**src/rtl/jedro_1_mtimer.sv**
```systemverilog
// Machine timer: 64-bit mtime/mtimecmp with optional prescaler and registered bus read port.
// Optional prescaler is built only when JEDRO_1_MTIMER_PRESCALER_EN is defined.
module jedro_1_mtimer #(
    parameter int DATA_WIDTH  = 32,
    parameter int PRESC_WIDTH = 8
) (
    input  logic                  clk_i,
    input  logic                  rst_i,
    input  logic [4:0]            addr_i,
    input  logic [DATA_WIDTH-1:0] wdata_i,
    input  logic                  we_i,
    input  logic                  re_i,
    output logic [DATA_WIDTH-1:0] rdata_o,
    output logic                  rvalid_o,
    output logic                  err_o,
    output logic                  timer_irq_o
);

    localparam logic [4:0] ADDR_MTIME_LO    = 5'h00;
    localparam logic [4:0] ADDR_MTIME_HI    = 5'h04;
    localparam logic [4:0] ADDR_MTIMECMP_LO = 5'h08;
    localparam logic [4:0] ADDR_MTIMECMP_HI = 5'h0C;
    localparam logic [4:0] ADDR_CTRL        = 5'h10;

    logic [63:0]           mtime_reg, mtime_next;
    logic [63:0]           mtimecmp_reg, mtimecmp_next;
    logic [31:0]           shadow_reg, shadow_next;
    logic                  en_reg, en_next;
    logic [DATA_WIDTH-1:0] rdata_reg, rdata_next;
    logic                  rvalid_reg, rvalid_next;
    logic                  err_reg, err_next;
    logic                  irq_reg;

    logic                  addr_ok;
    logic                  wr_en;
    logic                  rd_en;
    logic                  tick;
    logic [PRESC_WIDTH-1:0] presc_val;
    logic [DATA_WIDTH-1:0] ctrl_rdata;
    logic [DATA_WIDTH-1:0] rd_mux;

    always_comb begin
        addr_ok = 1'b0;
        case (addr_i)
            ADDR_MTIME_LO, ADDR_MTIME_HI, ADDR_MTIMECMP_LO,
            ADDR_MTIMECMP_HI, ADDR_CTRL: addr_ok = 1'b1;
            default:                     addr_ok = 1'b0;
        endcase
    end

    // A simultaneous write wins; the read half of the access is dropped.
    assign wr_en = we_i && addr_ok;
    assign rd_en = re_i && !we_i && addr_ok;

`ifdef JEDRO_1_MTIMER_PRESCALER_EN
    logic [PRESC_WIDTH-1:0] presc_reg, presc_next;
    logic [PRESC_WIDTH-1:0] presc_cnt_reg, presc_cnt_next;

    assign tick      = en_reg && (presc_cnt_reg == presc_reg);
    assign presc_val = presc_reg;

    always_comb begin
        presc_next     = presc_reg;
        presc_cnt_next = presc_cnt_reg + 1'b1;
        if (wr_en && addr_i == ADDR_CTRL) begin
            presc_next     = wdata_i[PRESC_WIDTH+7:8];
            presc_cnt_next = '0;
        end else if (!en_reg || tick) begin
            presc_cnt_next = '0;
        end
    end

    always_ff @(posedge clk_i) begin
        if (rst_i) begin
            presc_reg     <= '0;
            presc_cnt_reg <= '0;
        end else begin
            presc_reg     <= presc_next;
            presc_cnt_reg <= presc_cnt_next;
        end
    end
`else
    assign tick      = en_reg;
    assign presc_val = '0;
`endif

    // CTRL image: EN at bit 0, PRESC at [PRESC_WIDTH+7:8], all else zero.
    generate
        for (genvar gi = 0; gi < DATA_WIDTH; gi++) begin : g_ctrl
            if (gi == 0) begin : g_en
                assign ctrl_rdata[gi] = en_reg;
            end else if (gi >= 8 && gi < 8 + PRESC_WIDTH) begin : g_presc
                assign ctrl_rdata[gi] = presc_val[gi-8];
            end else begin : g_zero
                assign ctrl_rdata[gi] = 1'b0;
            end
        end
    endgenerate

    always_comb begin
        rd_mux = '0;
        case (addr_i)
            ADDR_MTIME_LO:    rd_mux = mtime_reg[31:0];
            ADDR_MTIME_HI:    rd_mux = shadow_reg;
            ADDR_MTIMECMP_LO: rd_mux = mtimecmp_reg[31:0];
            ADDR_MTIMECMP_HI: rd_mux = mtimecmp_reg[63:32];
            ADDR_CTRL:        rd_mux = ctrl_rdata;
            default:          rd_mux = '0;
        endcase
    end

    always_comb begin
        mtime_next    = mtime_reg;
        mtimecmp_next = mtimecmp_reg;
        shadow_next   = shadow_reg;
        en_next       = en_reg;
        if (wr_en && addr_i == ADDR_MTIME_LO) begin
            mtime_next[31:0] = wdata_i;
        end else if (wr_en && addr_i == ADDR_MTIME_HI) begin
            mtime_next[63:32] = wdata_i;
        end else if (tick) begin
            mtime_next = mtime_reg + 64'd1;
        end
        if (wr_en && addr_i == ADDR_MTIMECMP_LO) mtimecmp_next[31:0]  = wdata_i;
        if (wr_en && addr_i == ADDR_MTIMECMP_HI) mtimecmp_next[63:32] = wdata_i;
        if (wr_en && addr_i == ADDR_CTRL)        en_next              = wdata_i[0];
        // Latch the upper half on a low read so a later HI read is coherent.
        if (rd_en && addr_i == ADDR_MTIME_LO)    shadow_next          = mtime_reg[63:32];
        rdata_next  = rd_en ? rd_mux : '0;
        rvalid_next = re_i && !we_i;
        err_next    = (we_i || re_i) && !addr_ok;
    end

    always_ff @(posedge clk_i) begin
        if (rst_i) begin
            mtime_reg    <= '0;
            mtimecmp_reg <= '1;
            shadow_reg   <= '0;
            en_reg       <= 1'b0;
            rdata_reg    <= '0;
            rvalid_reg   <= 1'b0;
            err_reg      <= 1'b0;
            irq_reg      <= 1'b0;
        end else begin
            mtime_reg    <= mtime_next;
            mtimecmp_reg <= mtimecmp_next;
            shadow_reg   <= shadow_next;
            en_reg       <= en_next;
            rdata_reg    <= rdata_next;
            rvalid_reg   <= rvalid_next;
            err_reg      <= err_next;
            irq_reg      <= (mtime_reg >= mtimecmp_reg);
        end
    end

    assign rdata_o     = rdata_reg;
    assign rvalid_o    = rvalid_reg;
    assign err_o       = err_reg;
    assign timer_irq_o = irq_reg;

endmodule

```
**config.mk**
```make
export PLATFORM = sky130hd
export DESIGN_NAME = jedro_1_mtimer
export DESIGN_NICKNAME = d
export VERILOG_FILES = /design/src/rtl/jedro_1_mtimer.sv
export SDC_FILE = /design/constraint.sdc
export NUM_CORES = 1
export LEC_CHECK = 0
export ABC_AREA = 0
export BUFFER_PORTS_ARGS = -buffer_cell sky130_fd_sc_hd__buf_4
export CORE_ASPECT_RATIO = 1.75
export CORE_MARGIN = 2
export CORE_UTILIZATION = 61
export CTS_BUF_LIST = sky130_fd_sc_hd__clkbuf_16
export CTS_CLUSTER_DIAMETER = 150
export DETAILED_ROUTE_END_ITERATION = 8
export HOLD_SLACK_MARGIN = 0.1
export PLACE_DENSITY = 0.88
export SLEW_MARGIN = 20
export SYNTH_ARGS = -nofsm -noshare
export SYNTH_HDL_FRONTEND = slang
export SYNTH_SLANG_ARGS = --single-unit
```
**constraint.sdc**
```tcl
create_clock -name clk_i -period 2.6 [get_ports clk_i]
set_input_delay 0.52 -clock clk_i [delete_from_list [all_inputs] [get_ports clk_i]]
set_output_delay 0.52 -clock clk_i [all_outputs]
set_load 0.05 [all_outputs]
```
==> impl_metrics.tcl <==
set metrics [dict create \
    outcome "finished with violations" \
    violations "design-rule violations" \
    ys_warn_count 0 \
    place_ws_ns -0.0800 \
    dp_cells 1557 \
    period_minus_slack_ns 2.49 \
    r2r_setup_slack_ns 0.11 \
    rows 62 \
    antenna_found_initial 0 \
    cp-start-kind "flop" \
    core_um2 16400 \
    synth_ff_type "dfxtp_1" \
    grt_max_degree 64 \
    postRouteAntennaNets 0 \
    drt_first_pass_iters 9 \
    dp_hpwl_um 22200 \
    timing.final.ws_setup_ns 0.111 \
    cts.sinks 196 \
    post-route-util_pct 72.9 \
    multi_input_area_um2 5700 \
    hold_buffers 0 \
    fin_skew_ns 0.0188 \
    layout_commonest_cell "nand2_1" \
    setup_viol_count_final 0 \
    synth_seq_cells 196 \
    critical_path_required_ns 2.97 \
    ys_types 60 \
    p_leak_nw 5.09 \
    grt_setup_unrepaired "no" \
    register_area_um2 3920 \
    worst_slew_pin_slew_ns 0.720 \
    synth_edf_count 0 \
    fmax_mhz 402 \
    tritoncts "built" \
    viasPerCell 6.48 \
    drive_above_1_share_pct 16.6 \
    h-tree-depth 4 \
    vdd_drop_max_mv 0.417 \
    cts_made_buffers 17 \
    r2r-end "mtime_reg[47]" \
    drv_cap 0 \
    syn_nets 1362 \
    final_nets 1460 \
    slew_violations 0 \
    syn_area_um2 10100 \
    end_kind "flop" \
    fill_cells 1212 \
    timing.rr.start "mtime_reg[15]" \
    clk_latency_ns 0.45 \
    p_per_area_nw_per_um2 506 \
    gr-total-overflow 0 \
    async_flop_share_pct 0 \
    criticalPathCategory "reg -> reg" \
    gp_congestion 0.970 \
    whs_path_depth 3 \
    clkTransAtPathRegs_ns 0.08 \
    hold_viol 0 \
    synthCells 1256 \
    slew_headroom_pct 51.6 \
    grtUsageTotal_pct 36.0 \
    wl_per_cell_um 19.7 \
    hold_path.startpoint "wdata_i[9]" \
    io_buffers 75 \
    die_width_um 101 \
    num_vias 10300 \
    drt-total-wl_um 31400 \
    rr_worst_depth 8 \
    min_path_type "in -> reg" \
    final_cell_mix "241 x nand2_1, 196 x dfxtp_1, 155 x buf_4, 79 x o211ai_1, 79 x nor2_1" \
    initial_utilization_pct 62.0 \
    diodes 0 \
    instances_no_fill 1591 \
    arrival_ns 2.86 \
    clockBufferDepth 2 \
    post-route-period-util_pct 95.7 \
    yosysSeqAreaShare_pct 38.7 \
    route.detailed.drc 1 \
    grt_pass1_wl_um 50300 \
    grt_pass1_vias 10200 \
    cp-startpoint "mtime_reg[15]" \
    drtIter0Drc 912 \
    dieHeight_um 175 \
    syn2layout_area_growth_pct 17.7 \
    syn_avg_cell_area_um2 8.08 \
    dieArea_um2 17700 \
    crit_fanout 6 \
    hold-path-endpoint "mtimecmp_reg[9]" \
    ioPinCount 76 \
    cts_root_buf "clkbuf_16" \
]
## cells in the mapped netlist, drive strengths merged, types with 3 or more instances
master    n  share of area [%]
clkbuf   72                2.7
nor2     82                3.0
a221oi    3               0.26
a31oi    14               0.86
nand3    43                2.2
nand4b    3               0.26
and2      6               0.37
nand3b    3               0.22
or3      13               0.80
a211oi   31                2.3
nor3b     3               0.22
a22oi     5               0.37
nor4     12               0.89
a21o      5               0.37
buf       5               0.26
and3     15               0.93
ha       65                8.0
a222oi   31                3.1
or2       6               0.39
mux2i     3               0.30
mux2     11                1.3
nor2b     3               0.19
inv      70                2.6
dfxtp   196                 39
nand4    26                1.6
and4     13                1.1
a21oi    76                3.8
o21ai    47                2.3
nand2   241                8.9
nor3     11               0.59
xnor2    15                1.3
o211ai   79                5.8
or4       9               0.75
xor2     18                1.6
## layer usage
layer | track usage [%] | wire [um] | vias up
met1 | 39.4 | 11100 | 4833
met2 | 60.8 | 15800 | 561
met4 | 28.2 | 2420 | 0
met3 | 5.32 | 2080 | 175
li1 | - | - | 4736
met5 | 0 | 0 | -
## stage by stage
stage                     total power, mW  setup TNS [ns]  hold slack [ns]  cell area, um2
final                                6.04               0            0.338           11900
after global routing                 6.19               0            0.342           11900
after CTS                            6.02               0            0.335           11900
after detailed placement             3.55          -0.156            0.449           11300
after global placement               3.54               0            0.442           11300
after floorplan                      3.36               0            0.436           10100
## logic make-up after synthesis
group	count (synthesis)	share of synthesized area, %
AO/OA/AOI/OAI	305	20.4
XOR/XNOR	33	2.85
adder cells (fa/ha/maj)	65	8.02
buffers and inverters	149	5.69
flip-flops	196	38.7
multiplexers	14	1.55
AND/OR/NAND/NOR	494	22.9
## how the worst max path moves through the flow
stage,to,slack [ns],depth (start not counted)
after detailed placement,mtime_reg[25],-0.08,8
after global placement,mtime_reg[25],0.01,8
after global routing,mtime_reg[61],0.03,8
after floorplan,mtime_reg[35],0.28,6
after CTS,mtime_reg[61],0.02,7
final,mtime_reg[47],0.11,8
## repair_timing
action,4_1_cts,5_1_grt
resized for setup,1,4
pin swaps,0,2
gates cloned,0,0
setup endpoints to repair,2,14
setup buffers,0,2
## cell type report
| class | instances | share of cell area (%) |
|---|---|---|
| Inverter | 70 | 2.20 |
| Multi-Input combinational cell | 911 | 47.7 |
| Clock buffer | 17 | 3.56 |
| Timing Repair Buffer | 158 | 10.2 |
| Tap cell | 224 | 2.35 |
| Clock inverter | 15 | 1.06 |
| Sequential cell | 196 | 32.9 |
## critical path, cell delays in order, from the launching register on
cell and delay (ns):
dfxtp_1 0.43, and4_1 0.25, buf_4 0.13, nand3_1 0.26, nor4_4 0.50, nand4_1 0.23
buf_4 0.20, or2_2 0.26, a31oi_1 0.16
## where the power goes
group	switching, mW	leakage [nW]	internal (mW)
clock	1.29	0.280	1.26
sequential	0.0362	1.58	3.04
combinational	0.263	3.23	0.161
total	1.59	5.09	4.46
(Power assumes the default switching activity.)
